[config.mk]
export PLATFORM = sky130hd
export DESIGN_NAME = execute_stage
export DESIGN_NICKNAME = d
export VERILOG_FILES = /design/src/rtl/exec_pkg.sv /design/src/rtl/exec_mul_seq.sv /design/src/rtl/execute_stage.sv
export SDC_FILE = /design/constraint.sdc
export NUM_CORES = 1
export LEC_CHECK = 0
export CORE_ASPECT_RATIO = 0.7
export CORE_MARGIN = 5
export CORE_UTILIZATION = 50
export CTS_BUF_LIST = sky130_fd_sc_hd__clkbuf_2
export DETAILED_ROUTE_END_ITERATION = 10
export GPL_ROUTABILITY_DRIVEN = 0
export PLACE_DENSITY = 0.76
export SYNTH_ARGS = -nofsm -noshare
export SYNTH_HDL_FRONTEND = slang
export SYNTH_SLANG_ARGS = --single-unit
[constraint.sdc]
create_clock -name clock -period 1.9 [get_ports clock]
set_input_delay 0.38 -clock clock [delete_from_list [all_inputs] [get_ports clock]]
set_output_delay 0.38 -clock clock [all_outputs]
set_load 0.01 [all_outputs]
[src/rtl/exec_pkg.sv]
// Shared definitions for the execute stage: opcode values, FSM state encoding
// and bit positions of the {N,Z,C,V} flags.
package exec_pkg;

    localparam logic [3:0] OP_ADD  = 4'h0;
    localparam logic [3:0] OP_SUB  = 4'h1;
    localparam logic [3:0] OP_AND  = 4'h2;
    localparam logic [3:0] OP_OR   = 4'h3;
    localparam logic [3:0] OP_XOR  = 4'h4;
    localparam logic [3:0] OP_NOT  = 4'h5;
    localparam logic [3:0] OP_SHL  = 4'h6;
    localparam logic [3:0] OP_SHR  = 4'h7;
    localparam logic [3:0] OP_SRA  = 4'h8;
    localparam logic [3:0] OP_CMP  = 4'h9;
    localparam logic [3:0] OP_PASS = 4'hA;
    localparam logic [3:0] OP_MUL  = 4'hB;

    localparam int FLAG_N = 3;
    localparam int FLAG_Z = 2;
    localparam int FLAG_C = 1;
    localparam int FLAG_V = 0;

    typedef enum logic [1:0] {
        ST_IDLE = 2'd0,
        ST_MUL  = 2'd1,
        ST_HOLD = 2'd2
    } state_t;

endpackage

[src/rtl/exec_mul_seq.sv]
// Sequential shift-add multiplier: one partial product per cycle, low WIDTH
// bits of the product. o_done/o_product are valid in the last iteration cycle.
module exec_mul_seq #(
    parameter int WIDTH = 16
) (
    input  logic             clock,
    input  logic             resetb,
    input  logic             i_start,
    input  logic [WIDTH-1:0] i_a,
    input  logic [WIDTH-1:0] i_b,
    output logic             o_done,
    output logic [WIDTH-1:0] o_product
);

    localparam int CW = (WIDTH > 1) ? $clog2(WIDTH) : 1;
    localparam logic [CW-1:0] LAST = CW'(WIDTH - 1);

    logic             r_busy;
    logic [CW-1:0]    r_cnt;
    logic [WIDTH-1:0] r_acc;
    logic [WIDTH-1:0] r_mcand;
    logic [WIDTH-1:0] r_mplier;
    logic [WIDTH-1:0] w_partial;
    logic [WIDTH-1:0] w_sum;

    assign w_partial = r_mplier[0] ? r_mcand : '0;
    assign w_sum     = r_acc + w_partial;
    // The final accumulation is offered combinationally so the top can latch
    // it on the WIDTH-th edge after start.
    assign o_done    = r_busy && (r_cnt == LAST);
    assign o_product = w_sum;

    always_ff @(posedge clock or negedge resetb) begin
        if (!resetb) begin
            r_busy   <= 1'b0;
            r_cnt    <= '0;
            r_acc    <= '0;
            r_mcand  <= '0;
            r_mplier <= '0;
        end else if (i_start) begin
            r_busy   <= 1'b1;
            r_cnt    <= '0;
            r_acc    <= '0;
            r_mcand  <= i_a;
            r_mplier <= i_b;
        end else if (r_busy) begin
            r_acc    <= w_sum;
            r_mcand  <= r_mcand << 1;
            r_mplier <= r_mplier >> 1;
            r_cnt    <= r_cnt + 1'b1;
            if (o_done) begin
                r_busy <= 1'b0;
            end
        end
    end

endmodule

[src/rtl/execute_stage.sv]
// Execute stage: single-cycle ALU with registered result/flags/err and a
// valid/ready output. Defining EXECUTE_STAGE_MUL_EN adds a multi-cycle multiply.
module execute_stage
    import exec_pkg::*;
#(
    parameter int WIDTH = 16
) (
    input  logic             clock,
    input  logic             resetb,
    input  logic             in_valid,
    output logic             in_ready,
    input  logic [WIDTH-1:0] source1,
    input  logic [WIDTH-1:0] source2,
    input  logic [3:0]       opcode,
    output logic             out_valid,
    input  logic             out_ready,
    output logic [WIDTH-1:0] result,
    output logic [3:0]       flags,
    output logic             err,
    output state_t           o_dbg_state
);

    localparam int M = WIDTH - 1;

    state_t           r_state;
    logic             r_out_valid;
    logic [WIDTH-1:0] r_result;
    logic [3:0]       r_flags;
    logic             r_err;

    logic             w_accept;
    logic             w_is_mul;
    logic [3:0]       w_amt;
    logic [WIDTH:0]   w_sum;
    logic [WIDTH:0]   w_diff;
    logic [WIDTH:0]   w_shl;
    logic [WIDTH:0]   w_shr;
    logic [WIDTH:0]   w_sra;
    logic [WIDTH-1:0] w_alu_result;
    logic [WIDTH-1:0] w_nz_src;
    logic             w_c;
    logic             w_v;
    logic             w_illegal;
    logic [3:0]       w_alu_flags;

    assign in_ready    = (r_state == ST_IDLE) && (!r_out_valid || out_ready);
    assign w_accept    = in_valid && in_ready;
    assign out_valid   = r_out_valid;
    assign result      = r_result;
    assign flags       = r_flags;
    assign err         = r_err;
    assign o_dbg_state = r_state;

    // Shifts carry one guard bit so the last bit shifted out lands in C.
    assign w_amt  = source2[3:0];
    assign w_sum  = {1'b0, source1} + {1'b0, source2};
    assign w_diff = {1'b0, source1} - {1'b0, source2};
    assign w_shl  = {1'b0, source1} << w_amt;
    assign w_shr  = {source1, 1'b0} >> w_amt;
    assign w_sra  = $signed({source1, 1'b0}) >>> w_amt;

    always_comb begin
        w_alu_result = '0;
        w_c          = 1'b0;
        w_v          = 1'b0;
        w_illegal    = 1'b0;
        case (opcode)
            OP_ADD: begin
                w_alu_result = w_sum[M:0];
                w_c = w_sum[WIDTH];
                w_v = (source1[M] == source2[M]) && (w_sum[M] != source1[M]);
            end
            OP_SUB, OP_CMP: begin
                // SUB reports "no borrow" in C; CMP keeps s1 but flags the difference.
                w_alu_result = (opcode == OP_CMP) ? source1 : w_diff[M:0];
                w_c = ~w_diff[WIDTH];
                w_v = (source1[M] != source2[M]) && (w_diff[M] != source1[M]);
            end
            OP_AND:  w_alu_result = source1 & source2;
            OP_OR:   w_alu_result = source1 | source2;
            OP_XOR:  w_alu_result = source1 ^ source2;
            OP_NOT:  w_alu_result = ~source1;
            OP_SHL: begin
                w_alu_result = w_shl[M:0];
                w_c = w_shl[WIDTH];
            end
            OP_SHR: begin
                w_alu_result = w_shr[WIDTH:1];
                w_c = w_shr[0];
            end
            OP_SRA: begin
                w_alu_result = w_sra[WIDTH:1];
                w_c = w_sra[0];
            end
            OP_PASS: w_alu_result = source2;
            default: w_illegal = 1'b1;
        endcase
    end

    assign w_nz_src = (opcode == OP_CMP) ? w_diff[M:0] : w_alu_result;

    always_comb begin
        w_alu_flags         = '0;
        w_alu_flags[FLAG_N] = w_nz_src[M];
        w_alu_flags[FLAG_Z] = (w_nz_src == '0);
        w_alu_flags[FLAG_C] = w_c;
        w_alu_flags[FLAG_V] = w_v;
    end

`ifdef EXECUTE_STAGE_MUL_EN
    logic             w_mul_done;
    logic [WIDTH-1:0] w_mul_product;

    assign w_is_mul = (opcode == OP_MUL);

    exec_mul_seq #(.WIDTH(WIDTH)) u_mul (
        .clock     (clock),
        .resetb    (resetb),
        .i_start   (w_accept && w_is_mul),
        .i_a       (source1),
        .i_b       (source2),
        .o_done    (w_mul_done),
        .o_product (w_mul_product)
    );
`else
    assign w_is_mul = 1'b0;
`endif

    always_ff @(posedge clock or negedge resetb) begin
        if (!resetb) begin
            r_state     <= ST_IDLE;
            r_out_valid <= 1'b0;
            r_result    <= '0;
            r_flags     <= '0;
            r_err       <= 1'b0;
        end else begin
            case (r_state)
                ST_IDLE: begin
                    if (w_accept && w_is_mul) begin
                        r_state     <= ST_MUL;
                        r_out_valid <= 1'b0;
                    end else if (w_accept) begin
                        r_out_valid <= 1'b1;
                        r_result    <= w_illegal ? '0 : w_alu_result;
                        r_flags     <= w_illegal ? 4'b0 : w_alu_flags;
                        r_err       <= w_illegal;
                    end else if (out_ready) begin
                        r_out_valid <= 1'b0;
                    end
                end
`ifdef EXECUTE_STAGE_MUL_EN
                ST_MUL: begin
                    if (w_mul_done) begin
                        r_state             <= ST_HOLD;
                        r_out_valid         <= 1'b1;
                        r_result            <= w_mul_product;
                        r_flags             <= '0;
                        r_flags[FLAG_N]     <= w_mul_product[M];
                        r_flags[FLAG_Z]     <= (w_mul_product == '0);
                        r_err               <= 1'b0;
                    end
                end
`endif
                ST_HOLD: begin
                    if (!r_out_valid || out_ready) begin
                        r_state     <= ST_IDLE;
                        r_out_valid <= 1'b0;
                    end
                end
                default: r_state <= ST_IDLE;
            endcase
        end
    end

endmodule
==> out/qor.tcl, run 1 <==
set qor(status) {aborted with a tool error}
set qor(last-stage-reached) {global routing}
set qor(tool.error) {[ERROR GRT-0232] Routing congestion too high. Check the congestion heatmap in the GUI.}
set qor(die_x_um) 141
set qor(yosys-top-cells-area) {sky130_fd_sc_hd__mux4_2 (11%), sky130_fd_sc_hd__ha_1 (10%), sky130_fd_sc_hd__dfrtp_1 (9.2%)}
set qor(yosys_warnings) 0
set qor(synth_top_cell_area_share_pct) 10.6
set qor(ctsLongestPathBuffers) 2
set qor(rows) 33
set qor(grt_use_total_pct) 77.1
set qor(number_of_enable_type_register_cells_in_the_synthesized_netlist) 0
set qor(synthesis.area_um2) 5970
set qor(pin_ending_the_worst_setup_path_after_global_route_repair) {flags[2]$_DFFE_PN0P_/D}
set qor(worst_endpoint_kind) {register data pin}
set qor(grt_start_max_net_pins) 35
set qor(dp.final_hpwl_mm) 21.8
set qor(cts-buffers-inserted) 3
set qor(pin_count) 65
set qor(synth_top_flop_cell) {sky130_fd_sc_hd__dfrtp_1}
set qor(fp.dieH_um) 101
set qor(syn_avg_cell_area_um2) 7.46
set qor(synth_seq_cells) 22
set qor(initial_core_util_pct) 51.1
set qor(sequential_cell_area_fraction_in_the_yosys_report_pct) 9.22
set qor(tritoncts_num_sinks) 22
set qor(async_reset_ff_share_pct) 100
set qor(cts_root_buffer) {sky130_fd_sc_hd__clkbuf_2}
set qor(ctsHoldBuffers) 0
set qor(placement.setup.worst_slack_ps) -1800
set qor(cts-htree-levels) 1
set qor(postSynthCellCount) 801
set qor(portBuffers) 62
set qor(synthDistinctLibCells) 86
set qor(overflow) 39
set qor(yosys.area.top_type) {sky130_fd_sc_hd__mux4_2}
set qor(post_dp_cell_area_um2) 9020
## cells by family after synthesis
group	count (synthesis)	synth area share, %
compound gates	276	32.6
xor+xnor	11	1.61
fa+ha+maj	51	10.9
buf+inv	135	9.61
flops	22	9.22
mux	59	15.9
other cells	1	0.0628
simple gates	246	20.0
## what timing repair did
action | in CTS
endpoints found under the hold margin | 0
setup endpoints to repair | 21
setup buffers | 77
resized for setup | 385
pin swaps | 103
gates cloned | 1
## routing by layer
layer	global-route usage, %	overflow
met1	76.4	0
met2	90.6	17
met3	67.6	5
met4	78.8	17
met5	22.7	0
## synthesized netlist by cell type, types with 5 or more instances
| library cell | number |
|---|---|
| sky130_fd_sc_hd__nor2_1 | 75 |
| sky130_fd_sc_hd__nand2_1 | 62 |
| sky130_fd_sc_hd__o21ai_0 | 60 |
| sky130_fd_sc_hd__a21oi_1 | 57 |
| sky130_fd_sc_hd__inv_1 | 53 |
| sky130_fd_sc_hd__ha_1 | 49 |
| sky130_fd_sc_hd__clkbuf_1 | 39 |
| sky130_fd_sc_hd__nor3_1 | 31 |
| sky130_fd_sc_hd__buf_2 | 30 |
| sky130_fd_sc_hd__mux4_2 | 28 |
| sky130_fd_sc_hd__mux2i_1 | 23 |
| sky130_fd_sc_hd__dfrtp_1 | 22 |
| sky130_fd_sc_hd__a211oi_1 | 16 |
| sky130_fd_sc_hd__o211ai_1 | 14 |
| sky130_fd_sc_hd__nand2b_1 | 13 |
| sky130_fd_sc_hd__a22oi_1 | 11 |
| sky130_fd_sc_hd__a31oi_1 | 11 |
| sky130_fd_sc_hd__nand3_1 | 10 |
| sky130_fd_sc_hd__nor2b_1 | 9 |
| sky130_fd_sc_hd__xnor2_1 | 9 |
| sky130_fd_sc_hd__a221oi_1 | 8 |
| sky130_fd_sc_hd__a32oi_1 | 8 |
| sky130_fd_sc_hd__mux2_2 | 8 |
| sky130_fd_sc_hd__nor4_1 | 8 |
| sky130_fd_sc_hd__o31ai_1 | 8 |
| sky130_fd_sc_hd__a211o_1 | 7 |
| sky130_fd_sc_hd__a21o_1 | 6 |
| sky130_fd_sc_hd__nand4_1 | 6 |
| sky130_fd_sc_hd__o22ai_1 | 6 |
| sky130_fd_sc_hd__o21bai_1 | 5 |
| sky130_fd_sc_hd__o221ai_1 | 5 |
## metrics by stage
| step | TNS, ps | std cells | utilization (%) |
|---|---|---|---|
| CTS | -7950 | 1317 | 91.2 |
| detailed placement | -27510 | 1245 | 77.2 |
| global placement | -25420 | 1245 | 77.2 |
| floorplan | -11330 | 802 | - |
==> run 2, diff against run 1 <==
--- a/config.mk
+++ b/config.mk
@@ -5,13 +5,11 @@
 export SDC_FILE = /design/constraint.sdc
 export NUM_CORES = 1
 export LEC_CHECK = 0
-export CORE_ASPECT_RATIO = 0.7
 export CORE_MARGIN = 5
-export CORE_UTILIZATION = 50
-export CTS_BUF_LIST = sky130_fd_sc_hd__clkbuf_2
+export CORE_UTILIZATION = 35
 export DETAILED_ROUTE_END_ITERATION = 10
 export GPL_ROUTABILITY_DRIVEN = 0
-export PLACE_DENSITY = 0.76
+export PLACE_DENSITY_LB_ADDON = 0.15
 export SYNTH_ARGS = -nofsm -noshare
 export SYNTH_HDL_FRONTEND = slang
 export SYNTH_SLANG_ARGS = --single-unit
==> constraint.sdc (replaced) <==
create_clock -name clock -period 2.5 [get_ports clock]
set_input_delay 0.5 -clock clock [delete_from_list [all_inputs] [get_ports clock]]
set_output_delay 0.5 -clock clock [all_outputs]
set_load 0.01 [all_outputs]
==> run 2 against run 1 <==
  * The flow now finishes, with violations (setup timing)
  * Synthesized area unchanged
  * Synthesized cell count unchanged
==> out/qor.tcl, run 2 <==
set qor(initial_core_util_pct) 35.9 ;# -15 points
set qor(ctsHoldBuffers) 0 ;# unchanged
set qor(pin_count) 65 ;# unchanged
set qor(num_antenna_cells) 0
set qor(cp-startpoint) {source1[10]}
set qor(final.hold.worst_slack_ps) 477
set qor(cts-htree-levels) 1 ;# unchanged
set qor(kind_of_start_point_of_the_critical_path) {input pin}
set qor(r2r-start) {out_valid}
set qor(cts_root_buffer) {sky130_fd_sc_hd__clkbuf_16}
set qor(flip_flop_count_of_the_largest_register_after_layout) 16
set qor(rows) 47 ;# +42%
set qor(fp.dieH_um) 141 ;# +39%
set qor(overflow) 0
set qor(grt_start_max_net_pins) 35
set qor(synth_top_flop_cell) {sky130_fd_sc_hd__dfrtp_1}
set qor(finalNetCount) 1248
set qor(synth_seq_cells) 22 ;# unchanged
set qor(dpl.cell_count) 1304 ;# +4.7%
set qor(synthDistinctLibCells) 86 ;# unchanged
set qor(min_tclk_post_route_ps) 2980
set qor(max_freq_mhz) 335
set qor(cts-buffers-inserted) 3 ;# unchanged
set qor(critical_path_class) {input pin to register}
set qor(antenna_violating_nets_post_route) 0
set qor(final_util_pct) 63.9
set qor(reg2reg_depth) 8
set qor(timing_worst_slew_pin_value_ps) 550
set qor(worst_path_max_fanout) 7
set qor(tritoncts_num_sinks) 22 ;# unchanged
set qor(detail_route.wirelength_mm) 29.0
set qor(cts_clock_pin_slew_for_the_worst_setup_and_hold_paths_ps) 60
set qor(grt_setup_unrepaired) {true}
set qor(grt_pass1_vias) 8093
set qor(async_reset_ff_share_pct) 100 ;# unchanged
set qor(yosys-top-cells-area) {sky130_fd_sc_hd__mux4_2 (11%), sky130_fd_sc_hd__ha_1 (10%), sky130_fd_sc_hd__dfrtp_1 (9.2%)}
set qor(synthesis.area_um2) 5970 ;# unchanged
set qor(die_x_um) 141 ;# unchanged
set qor(timing.final.ws_setup_ps) -484
set qor(synth_common_cells) {sky130_fd_sc_hd__nor2_1 (75), sky130_fd_sc_hd__nand2_1 (62), sky130_fd_sc_hd__o21ai_0 (60)}
set qor(finalCritPeriodShare_pct) 119
set qor(power_leakage_nw) 4.63
set qor(drive_gt1_share_pct) 52.5
set qor(sequential_cell_area_fraction_in_the_yosys_report_pct) 9.22 ;# unchanged
set qor(worst_slew_margin_rel_pct) 63.0
set qor(core_area_um2) 16600
set qor(synth_top_cell_area_share_pct) 10.6 ;# unchanged
set qor(ctsLongestPathBuffers) 2 ;# unchanged
set qor(yosysMostFrequentCell) {sky130_fd_sc_hd__nor2_1}
set qor(postSynthCellCount) 801 ;# unchanged
set qor(dp.final_hpwl_mm) 21.7 ;# -0.40%
set qor(status) {finished with violations}
set qor(start_point_of_the_worst_hold_path) {result[5]}
set qor(worstHoldPathCells) 2
set qor(grt_use_total_pct) 27.5
set qor(cap_viol_max_count) 0
set qor(yosys.area.top_type) {sky130_fd_sc_hd__mux4_2}
set qor(clock_tree_from_tritoncts) {built}
set qor(ir_drop_mv) 0.436
set qor(yosys_warnings) 0 ;# unchanged
set qor(setup_total_negative_slack_ps) -2740
set qor(final_cell_count_no_fill) 1376
set qor(syn_avg_cell_area_um2) 7.46 ;# unchanged
set qor(drt_pre_antenna_iters) 5
set qor(min-delay-path-class) {register to register}
set qor(die-area_um2) 19800
set qor(timing.final.hold_violations) 0
set qor(avgRoutedWirePerCell_um) 21.1
set qor(layout.cells.most_common) {sky130_fd_sc_hd__buf_4}
set qor(number_of_enable_type_register_cells_in_the_synthesized_netlist) 0 ;# unchanged
set qor(via_per_inst) 5.96
set qor(finalSetupViolations) 12
set qor(finish.instance_area_um2) 10600
set qor(data_required_critical_path_ps) 2640
set qor(fillerInstances) 1395
set qor(wire_length_of_the_first_global_routing_pass_mm) 44.0
set qor(finalClockSkew_ps) 2.79
set qor(dr_total_vias) 8205
set qor(antenna_violations_before_repair) 0
set qor(synthToLayoutAreaGrowth_pct) 78.1
set qor(drt_first_iter_violations) 817
set qor(timing.critical_path.to_type) {register}
set qor(post_dp_cell_area_um2) 8900 ;# -1.3%
set qor(power_density_nw_per_um2) 299
set qor(finalMaxSlewViolations) 0
set qor(worst_skew_pair.late_latency_ps) 250
set qor(violations) {setup timing}
set qor(portBuffers) 62 ;# unchanged
set qor(most-common-layout-cells) {sky130_fd_sc_hd__buf_4 (318), sky130_fd_sc_hd__nor2_1 (67), sky130_fd_sc_hd__nand2_1 (60)}
set qor(remaining_drc_errors) 0
set qor(cp.arrival_ps) 3130
-- run 2: cell counts after synthesis --
No cell type changed its count.
-- run 2: stage by stage --
stage | worst slack, ps | power (mW)
final | -484 | 3.19
after detailed placement | -1320 | 2.34
after global placement | -1230 | 2.31
after floorplan | -701 | 1.41
after global routing | -566 | 3.35
after CTS | -513 | 3.03
-- run 2: area by class of cell --
type | count | area (µm²) | share of cell area [%]
Multi-Input combinational cell | 645 | 5860 | 55.1
Timing Repair Buffer | 427 | 3590 | 33.7
Sequential cell | 22 | 551 | 5.17
Tap cell | 220 | 275 | 2.59
Inverter | 58 | 274 | 2.58
Clock buffer | 4 | 88.8 | 0.835
-- run 2: worst paths after layout --
kind / to / slack, ps
max: flags[2] / -480
min: result[5] / 480
max reg2reg: flags[2] / 380
min reg2reg: result[5] / 480
max in group asynchronous: result[9] / 1700
min in group asynchronous: flags[2] / 590
-- run 2: kinds of logic (layout without fill, tap and decap cells) --
| group | after synthesis | after routing | share of synthesized area [%] |
|---|---|---|---|
| muxes | 59 | 59 | 15.9 |
| and+or+nand+nor | 246 | 246 | 20.0 |
| DFF | 22 | 22 | 9.22 |
| xor gates and xnor gates | 11 | 11 | 1.61 |
| AOI/OAI and AO/OA | 276 | 276 | 32.6 |
| other | 1 | 2 | 0.0628 |
| buffers and inverters | 135 | 489 | 9.61 |
| adders and majority gates | 51 | 51 | 10.9 |
-- run 2: layer usage --
layer | up-vias | part of all wire, % | wire (µm) | track usage (%)
met2 | 442 | 49 | 14200 | 48.1
li1 | 3722 | - | - | -
met4 | 0 | 4.1 | 1190 | 10.4
met1 | 3945 | 40 | 11700 | 34.6
met5 | - | 0 | 0 | 0
met3 | 96 | 6.5 | 1880 | 3.28
-- run 2: timing repair --
item                                    CTS  global route
cloned                                    3             2
resized for setup                       308            82
setup buffers                            60            21
endpoints found under the setup margin   20            18
pin swaps                                94            48
hold endpoints to repair                  0             0
-- run 2: worst max-delay path, cell delays in order --
cell and delay [ps]:
sky130_fd_sc_hd__clkdlybuf4s15_1 240, sky130_fd_sc_hd__buf_6 150, sky130_fd_sc_hd__buf_4 160, sky130_fd_sc_hd__mux4_2 450, sky130_fd_sc_hd__nand2_1 100, sky130_fd_sc_hd__nand2_1 110, sky130_fd_sc_hd__a2111o_1 480, sky130_fd_sc_hd__a21oi_2 190
sky130_fd_sc_hd__a41o_1 200, sky130_fd_sc_hd__o211ai_1 160, sky130_fd_sc_hd__o41ai_2 370
-- run 2: power breakdown --
part	internal [mW]	switching, mW
Clock	0.244	0.118
Sequential	0.415	0.0294
Combinational	1.21	1.17
No activity file was read; power rests on OpenSTA's default activity.
==> run 3, diff against run 2 <==
--- a/config.mk
+++ b/config.mk
@@ -5,11 +5,13 @@
 export SDC_FILE = /design/constraint.sdc
 export NUM_CORES = 1
 export LEC_CHECK = 0
+export CAP_MARGIN = 20
 export CORE_MARGIN = 5
 export CORE_UTILIZATION = 35
 export DETAILED_ROUTE_END_ITERATION = 10
 export GPL_ROUTABILITY_DRIVEN = 0
 export PLACE_DENSITY_LB_ADDON = 0.15
+export SLEW_MARGIN = 10
 export SYNTH_ARGS = -nofsm -noshare
 export SYNTH_HDL_FRONTEND = slang
 export SYNTH_SLANG_ARGS = --single-unit
==> results of run 3 <==
The final DEF is identical to that of run 2; final timing and power are the same.
==> run 4, diff against run 3 <==
--- a/config.mk
+++ b/config.mk
@@ -11,6 +11,7 @@
 export DETAILED_ROUTE_END_ITERATION = 10
 export GPL_ROUTABILITY_DRIVEN = 0
 export PLACE_DENSITY_LB_ADDON = 0.15
+export SKIP_LAST_GASP = 1
 export SLEW_MARGIN = 10
 export SYNTH_ARGS = -nofsm -noshare
 export SYNTH_HDL_FRONTEND = slang
==> constraint.sdc (replaced) <==
create_clock -name clock -period 2.61 [get_ports clock]
set_input_delay 0.522 -clock clock [delete_from_list [all_inputs] [get_ports clock]]
set_output_delay 0.522 -clock clock [all_outputs]
set_load 0.01 [all_outputs]
==> run 4 against run 3 <==
  * The run still ends with setup timing left
  * Core utilization is 0.89 points lower
  * Critical path depth grew 3
  * Sequential cell count stayed put
  * Global-route usage grew 0.66 points
  * Register-to-register slack better by 230 ps
  * Non-clock buffer count shrank 7
  * First-iteration DRC count up 24%
  * Clock skew down 1.9 ps
  * Largest cell class unchanged
  * Highest routed layer is now met5
==> out/qor.tcl, run 4 (synthesis results as in run 2) <==
set qor(dp.final_hpwl_mm) 22.4 ;# +3.3%
set qor(cap_viol_max_count) 0 ;# unchanged
set qor(finalSetupViolations) 12 ;# unchanged
set qor(power.share.combinational_pct) 72.4 ;# -2.3 points
set qor(min-delay-path-class) {register to register}
set qor(num_antenna_cells) 0 ;# unchanged
set qor(cp-startpoint) {source1[0]}
set qor(violations) {setup timing}
set qor(power_leakage_nw) 4.60 ;# -0.81%
set qor(worst_skew_pair.late_latency_ps) 260 ;# about the same
set qor(timing_worst_slew_pin_value_ps) 671 ;# +121 ps
set qor(dpl.cell_count) 1314 ;# +0.77%
set qor(flip_flop_count_of_the_largest_register_after_layout) 16 ;# unchanged
set qor(critPathMaxStageDelay_ps) 340 ;# -140 ps
set qor(cts_root_buffer) {sky130_fd_sc_hd__clkbuf_16}
set qor(detail_route.wirelength_mm) 29.0 ;# about the same
set qor(wire_length_of_the_first_global_routing_pass_mm) 45.2 ;# +2.8%
set qor(start_point_of_the_worst_hold_path) {result[15]}
set qor(critical_path_class) {input pin to register}
set qor(grt_pass1_vias) 8080 ;# -0.16%
set qor(antenna_violating_nets_post_route) 0 ;# unchanged
set qor(r2r-start) {out_valid}
set qor(synthToLayoutAreaGrowth_pct) 75.6
set qor(power.net_switching_mw) 1.27 ;# -3.6%
set qor(max_freq_mhz) 335
set qor(dr_total_vias) 8247 ;# +0.51%
set qor(grt_use_total_pct) 28.1 ;# +0.66 points
set qor(finalNetCount) 1241 ;# -0.56%
set qor(worst_path_max_fanout) 4 ;# -3
set qor(layout.cells.most_common) {sky130_fd_sc_hd__buf_4}
set qor(core_area_um2) 16600 ;# unchanged
set qor(clock_tree_from_tritoncts) {built}
set qor(finalCritPeriodShare_pct) 114
set qor(overflow) 0 ;# unchanged
set qor(die_x_um) 141 ;# unchanged
set qor(grt_setup_unrepaired) {true}
set qor(tritoncts_num_sinks) 22 ;# unchanged
set qor(pwr-share-seq_pct) 13.8 ;# -0.2 points
set qor(most-common-layout-cells) {sky130_fd_sc_hd__buf_4 (317), sky130_fd_sc_hd__nor2_1 (67), sky130_fd_sc_hd__nand2_1 (57)}
set qor(power_density_nw_per_um2) 297 ;# -0.71%
set qor(drive_gt1_share_pct) 50.8 ;# -1.7 points
set qor(worst_path_cell_trace) {buf_8 -> inv_6 -> ha_4 -> buf_6 -> or2_4 -> a221oi_4 -> o31a_4 -> o41ai_4 -> buf_4 -> o311ai_4 -> o211ai_1 -> a211o_1 -> a21o_1 -> o41ai_2}
set qor(ir_drop_mv) 0.342 ;# -22%
set qor(report.power.total_mw) 3.12 ;# -2.1%
set qor(cts_clock_pin_slew_for_the_worst_setup_and_hold_paths_ps) 60 ;# about the same
set qor(cts-htree-levels) 1 ;# unchanged
set qor(kind_of_start_point_of_the_critical_path) {input pin}
set qor(drt_pre_antenna_iters) 7 ;# +2
set qor(status) {finished with violations}
set qor(final.hold.worst_slack_ps) 481 ;# +3.51 ps
set qor(timing.final.hold_violations) 0 ;# unchanged
set qor(p_clk_share_pct) 13.7 ;# +2.3 points
set qor(fp.dieH_um) 141 ;# unchanged
set qor(internal_power_mw) 1.85 ;# -1.0%
set qor(drt_first_iter_violations) 1012 ;# +24%
set qor(initial_core_util_pct) 35.9 ;# unchanged
set qor(remaining_drc_errors) 0 ;# unchanged
set qor(timing.critical_path.to_type) {register}
set qor(min_tclk_post_route_ps) 2980
set qor(ctsLongestPathBuffers) 2 ;# unchanged
set qor(timing.final.ws_setup_ps) -371 ;# +113 ps
set qor(timing.critical_path.slowest_stage_cell) {sky130_fd_sc_hd__a211o_1}
set qor(ctsHoldBuffers) 0 ;# unchanged
set qor(final_cell_count_no_fill) 1369 ;# -0.51%
set qor(cts-buffers-inserted) 3 ;# unchanged
set qor(placement.setup.worst_slack_ps) -1230 ;# +89.5 ps
set qor(finalClockSkew_ps) 0.857 ;# -1.93 ps
set qor(switching_share_pct) 40.6 ;# -0.65 points
set qor(cp.arrival_ps) 3140 ;# about the same
set qor(via_per_inst) 6.02 ;# +1.0%
set qor(final_util_pct) 63.0 ;# -0.89 points
set qor(pin_count) 65 ;# unchanged
set qor(data_required_critical_path_ps) 2770 ;# +130 ps
set qor(die-area_um2) 19800 ;# unchanged
set qor(avgRoutedWirePerCell_um) 21.2 ;# +0.46%
set qor(portBuffers) 62 ;# unchanged
set qor(grt_start_max_net_pins) 35 ;# unchanged
set qor(antenna_violations_before_repair) 1 ;# +1
set qor(rows) 47 ;# unchanged
set qor(worst_slew_margin_rel_pct) 54.8 ;# -8.2 points
set qor(finalMaxSlewViolations) 0 ;# unchanged
-- run 4: cell count changes in the layout (fill, tap and decap cells not counted), sizes merged --
cell and change:
clkdlybuf4s15 +3, inv +2, clkinv -1, clkdlybuf4s50 +1, bufinv +1, buf -5
clkbuf -5, dlygate4sd2 -2, clkinvlp -1
-- run 4: area by class of cell --
class                           count  area [µm²]
Multi-Input combinational cell    645        5810
Clock buffer                        3        75.1
Tap cell                          220         275
Clock inverter                      1        30.0
Inverter                           58         253
Timing Repair Buffer              420        3500
Sequential cell                    22         551
Fill cell                        1388        6150
-- run 4: what timing repair did --
action | CTS | global route
setup buffers | 45 | 9
pin swaps | 89 | 36
setup endpoints to repair | 20 | 15
resized for setup | 295 | 53
gates cloned | 1 | 0
-- run 4: worst paths after layout --
check / endpoint / slack (ps) / cells past startpoint
min in group asynchronous: out_valid / 620 / 2
min reg2reg: result[15] / 480 / 2
min: result[15] / 480 / 2
max in group asynchronous: result[10] / 1770 / 2
max: flags[2] / -370 / 14
max reg2reg: flags[2] / 610 / 8
-- run 4: per-layer routing --
layer | global-route usage [%] | vias to the layer above | share of wire (%)
met3 | 3.66 | 110 | 9.3
met5 | 0 | - | 0.024
li1 | - | 3709 | -
met1 | 38.0 | 3880 | 40
met4 | 9.99 | 2 | 4.7
met2 | 46.2 | 546 | 46
-- run 4: through the flow --
step / instance area (µm²) / TNS, ps
finish: 10500 / -2110
global route: 10500 / -3120
CTS: 10200 / -1480
detailed placement: 8980 / -17310
global placement: 8980 / -16320
floorplan: 6210 / -2870
-- run 4: power groups by stage --
stage,registers [mW],clock network [mW],logic (mW)
2_1_floorplan,0.459,0,0.894
6_report,0.431,0.429,2.26
3_5_place_dp,0.439,0,1.84
3_3_place_gp,0.435,0,1.81
4_1_cts,0.433,0.437,2.12
5_1_grt,0.440,0.453,2.38
-- run 4: worst max-delay path: cells and delay by family --
| kind | cells | cell delay [ps] |
|---|---|---|
| AO/OA/AOI/OAI | 8 | 1810 |
| buffers and inverters | 4 | 400 |
| AND/OR/NAND/NOR | 1 | 230 |
| adder cells (fa/ha/maj) | 1 | 150 |
